===== src/rtl/sar_pkg.sv =====
// Shared types and sizing helpers for the successive-approximation search.
// Optional build macro: SAR_GE_REG_EN adds the SETTLE state used when the
// comparator result is registered before use.
package sar_pkg;

  typedef enum logic [1:0] {
    IDLE   = 2'd0,
    PROBE  = 2'd1,
    FINISH = 2'd2
`ifdef SAR_GE_REG_EN
    ,
    SETTLE = 2'd3
`endif
  } sar_state_t;

  // Bit-index width for an n-bit search; never narrower than one bit.
  function automatic int sar_kw(input int n);
    return (n > 1) ? $clog2(n) : 1;
  endfunction

  localparam int SAR_N_DEFAULT  = 4;
  localparam int SAR_KW_DEFAULT = sar_kw(SAR_N_DEFAULT);

endpackage


===== src/rtl/sar_trial_dec.sv =====
// Trial-word decoder: the bits already decided (result) with the bit under
// test (k) forced to one. Outputs zero when no probe is active.
module sar_trial_dec #(
  parameter int N  = 4,
  parameter int KW = 2
) (
  input  logic          en,
  input  logic [KW-1:0] k,
  input  logic [N-1:0]  result,
  output logic [N-1:0]  trial
);

  logic [N-1:0] one_hot;

  // One-hot of the probe index merged with the decided bits.
  always_comb begin
    one_hot = '0;
    for (int i = 0; i < N; i++) begin
      one_hot[i] = (k == KW'(i));
    end
    trial = en ? (result | one_hot) : '0;
  end

endmodule


===== src/rtl/sar_search.sv =====
// Successive-approximation controller driving an external unsigned >=
// comparator (ge = target >= trial). Recovers the target MSB first.
// Optional build macro: SAR_GE_REG_EN registers ge; each bit then spends one
// SETTLE cycle (trial driven, ge ignored) and one PROBE cycle (registered ge
// used), with trial held across both.
//
// Handshake: start is sampled only in IDLE; a search then runs to completion
// with busy high, and done pulses for exactly one cycle when result becomes
// valid. result then holds until the next accepted start. start seen while
// busy or done is dropped, never queued.
module sar_search
  import sar_pkg::*;
#(
  parameter int N = 4
) (
  input  logic         clk,
  input  logic         resetn,
  input  logic         start,
  input  logic         ge,
  output logic [N-1:0] trial,
  output logic [N-1:0] result,
  output logic         busy,
  output logic         done,
  output sar_state_t   state_dbg
);

  localparam int KW = sar_kw(N);

  sar_state_t    state, state_nxt;
  logic [KW-1:0] k;
  logic          ge_use;

`ifdef SAR_GE_REG_EN
  logic ge_q;

  // Input register for the comparator result; captured every cycle.
  always_ff @(posedge clk or negedge resetn) begin
    if (!resetn) ge_q <= 1'b0;
    else         ge_q <= ge;
  end

  assign ge_use = ge_q;
`else
  assign ge_use = ge;
`endif

  // State register.
  always_ff @(posedge clk or negedge resetn) begin
    if (!resetn) state <= IDLE;
    else         state <= state_nxt;
  end

  // Next-state decode: one probe per bit, then a single FINISH cycle.
  always_comb begin
    state_nxt = state;
    case (state)
`ifdef SAR_GE_REG_EN
      IDLE:   if (start) state_nxt = SETTLE;
      SETTLE: state_nxt = PROBE;
      PROBE:  state_nxt = (k == '0) ? FINISH : SETTLE;
`else
      IDLE:   if (start) state_nxt = PROBE;
      PROBE:  state_nxt = (k == '0) ? FINISH : PROBE;
`endif
      FINISH: state_nxt = IDLE;
      default: state_nxt = IDLE;
    endcase
  end

  // Output decode: status flags come straight from the state.
  always_comb begin
    busy = 1'b0;
    done = 1'b0;
    case (state)
`ifdef SAR_GE_REG_EN
      SETTLE: busy = 1'b1;
`endif
      PROBE:  busy = 1'b1;
      FINISH: done = 1'b1;
      default: begin
        busy = 1'b0;
        done = 1'b0;
      end
    endcase
  end

  // Search registers: clear on accepted start, resolve one bit per PROBE.
  always_ff @(posedge clk or negedge resetn) begin
    if (!resetn) begin
      result <= '0;
      k      <= KW'(N - 1);
    end else if (state == IDLE && start) begin
      result <= '0;
      k      <= KW'(N - 1);
    end else if (state == PROBE) begin
      if (ge_use) result[k] <= 1'b1;
      if (k != '0) k <= k - KW'(1);
    end
  end

  sar_trial_dec #(
    .N  (N),
    .KW (KW)
  ) u_trial_dec (
    .en     (busy),
    .k      (k),
    .result (result),
    .trial  (trial)
  );

  assign state_dbg = state;

endmodule


===== config.mk =====
export PLATFORM = sky130hd
export DESIGN_NAME = sar_search
export DESIGN_NICKNAME = d
export VERILOG_FILES = /design/src/rtl/sar_pkg.sv /design/src/rtl/sar_trial_dec.sv /design/src/rtl/sar_search.sv
export SDC_FILE = /design/constraint.sdc
export NUM_CORES = 1
export LEC_CHECK = 0
export CORE_AREA = 2 2 39 41
export DETAILED_ROUTE_END_ITERATION = 6
export DIE_AREA = 0 0 41 43
export DONT_BUFFER_PORTS = 1
export PLACE_DENSITY_LB_ADDON = 0.1
export REMOVE_ABC_BUFFERS = 1
export SLEW_MARGIN = 20
export SYNTH_ARGS = -nofsm -noshare
export SYNTH_HDL_FRONTEND = slang
export SYNTH_SLANG_ARGS = --single-unit

===== constraint.sdc =====
create_clock -name clk -period 2.33 [get_ports clk]
set_input_delay 0.3495 -clock clk [delete_from_list [all_inputs] [get_ports clk]]
set_output_delay 0.3495 -clock clk [all_outputs]
set_load 0.02 [all_outputs]

==> reports/results.ini <==
[floorplanning]
start_util=0.3743
die_y_um=43
num_rows=14
fp.dieArea_mm2=0.001763
die_x_um=41
pin_count=16
core_mm2=0.001384

[power]
leakage_nw=0.2821
ir_worst_vdd_v=0.0004506
powerDensity_mw_per_mm2=1616

[timing]
slew_violations=0
worstMarginPinSlew_ns=0.4032
tns_ns=0
layout_setup_ws_ns=0.5404
setup_viol=0
finClkSkew_ns=0.0007641
period_needed_ns=1.790
hold_viol_final=0
rsz0062_at_grt=no
fin_crit_sh=0.7681
slew_headroom=0.7302
fmax_ghz=0.5588

[cells_and_area]
nets=73
drive_above_1_share=0.09677
most-common-layout-cells=nand2_1, nor2_1, inv_1, dfrtp_1, ha_1
fin_area_um2=559.3
final_common_cell=nand2_1
num_antenna_cells=0
syn2layout_area_growth_pct=7.971

[global_routing]
track_usage=0.1522
grt_max_degree=12
antenna_found_initial=0
grt_first_pass_wirelength_um=1711
grt_remaining_overflow=0
first_global_vias=382

[clock_network]
cts_tree=yes
clock-sinks=8
clk_latency_ns=0.25
cts.repair.resized=0
path_clk_slew_ns=0.05
cts.path.max_buffers=2
root_buffer=clkbuf_4
htree_levels=1
cts_buffers=3

[place]
dp_hpwl_um=770.4
port_buffers=0
place_ws_ns=0.8013
dpl_cell_area_um2=526.8
gp_congestion=0.6138

[synthesis]
synth_warnings=0
syn_avg_cell_area_um2=8.780
ys_seq_area_frac=0.3913
synth.distinct_cells=17
yosys_register_bits=8
netlist_instances=59
synth_area_um2=518.0

[route]
vias=372
routedWlPerCell_um=13.40
drt-total-wl_um=1045
post_drt_via_cell_ratio=4.769
first_pass_iters=4
ant_nets=0
drc=0
drt_iter0_drc=6

[critical_path]
path_max_fanout=8
start_kind=flop
arrival_ns=1.44
cp-end-kind=output pin
worstSetupPathType=flop to output pin
r2r_slack_ns=0.87
worstPathRequired_ns=1.98

[job]
cap_violations=0

[hold_path]
hold_class=input port to flop

[status]
status=completed

[cells by family (layout without fill, tap and decap cells)]
logic type / after synthesis / count (layout) / synth area share
simple gates: 28 / 28 / 0.2536
fa+ha+maj: 5 / 5 / 0.1208
flops: 8 / 8 / 0.3913
compound gates: 8 / 8 / 0.1401
buf+inv: 10 / 13 / 0.09421
[sequential cells by signal, summed over array words and instances (netlist names)]
register,cells
result,4
k,2
state_dbg,2
[per-layer routing]
metal,track usage,up-vias,part of all wire
met5,0,-,0
met4,0.1200,0,0.018
met3,0.05759,2,0.056
met2,0.2125,11,0.48
met1,0.1759,162,0.44
li1,-,197,-
[synthesized netlist by cell type]
cell type   n  area, µm²
a21oi_1     1      5.000
and2b_1     1      7.510
buf_4       1      7.510
buf_6       1      11.26
dfrtp_1     6      150.1
dfstp_2     2      52.55
ha_1        5      62.56
inv_1       8      30.03
nand2_1    10      37.54
nand2b_1    4      25.02
nand3b_1    2      15.01
nor2_1      9      33.78
nor2b_1     1      6.260
o21ba_1     1      10.01
o221a_1     2      22.52
o221ai_1    4      35.03
or2_1       1      6.260
[critical path, cell delays in order, from the launching register on]
cell      delay (ns)
dfrtp_1         0.50
nand2b_1        0.30
nor2_1          0.39
[area by class of cell]
| type | count | area [µm²] |
|---|---|---|
| inverter | 8 | 30.03 |
| fill | 142 | 824.5 |
| timing repair buffer | 2 | 17.52 |
| sequential | 8 | 202.7 |
| multi-input combinational | 41 | 266.5 |
| tap | 16 | 20.02 |
| clock buffer | 3 | 22.52 |
[worst paths after layout]
kind                                          startpoint                       end  depth (start not counted)
worst max-delay path            state_dbg[1]$_DFFE_PN0P_                  trial[1]                          2
worst min-delay path                               start  state_dbg[0]$_DFFE_PN0P_                          2
worst max register to register          k[0]$_DFFE_PN1P_          k[1]$_DFFE_PN1P_                          4
worst min register to register          k[1]$_DFFE_PN1P_          k[1]$_DFFE_PN1P_                          1
max in group asynchronous                         resetn          k[1]$_DFFE_PN1P_                          1
min in group asynchronous                         resetn     result[0]$_DFFE_PN0P_                          1
[power by group]
part	switching (mW)	leakage (nW)	internal, mW
combinational	0.273	0.176	0.162
sequential	0.144	0.0920	0.218
clock	0.0467	0.0138	0.0589
[timing repair]
item	CTS	global route
endpoints found under the setup margin	0	0
setup buffers	0	0
endpoints found under the hold margin	8	0
hold buffers	1	0
[per-stage QoR]
stage | utilization | hold WS (ns) | instances | power [mW]
6_report | 0.4042 | 0.2529 | 78 | 0.9035
5_1_grt | 0.4042 | 0.2587 | 78 | 1.001
4_1_cts | 0.4042 | 0.2463 | 78 | 0.9203
3_5_place_dp | 0.3807 | 0.05410 | 74 | 0.8052
3_3_place_gp | 0.3807 | 0.05408 | 74 | 0.8054
2_1_floorplan | - | 0.05391 | 57 | 0.7103
(Power assumes the default switching activity.)
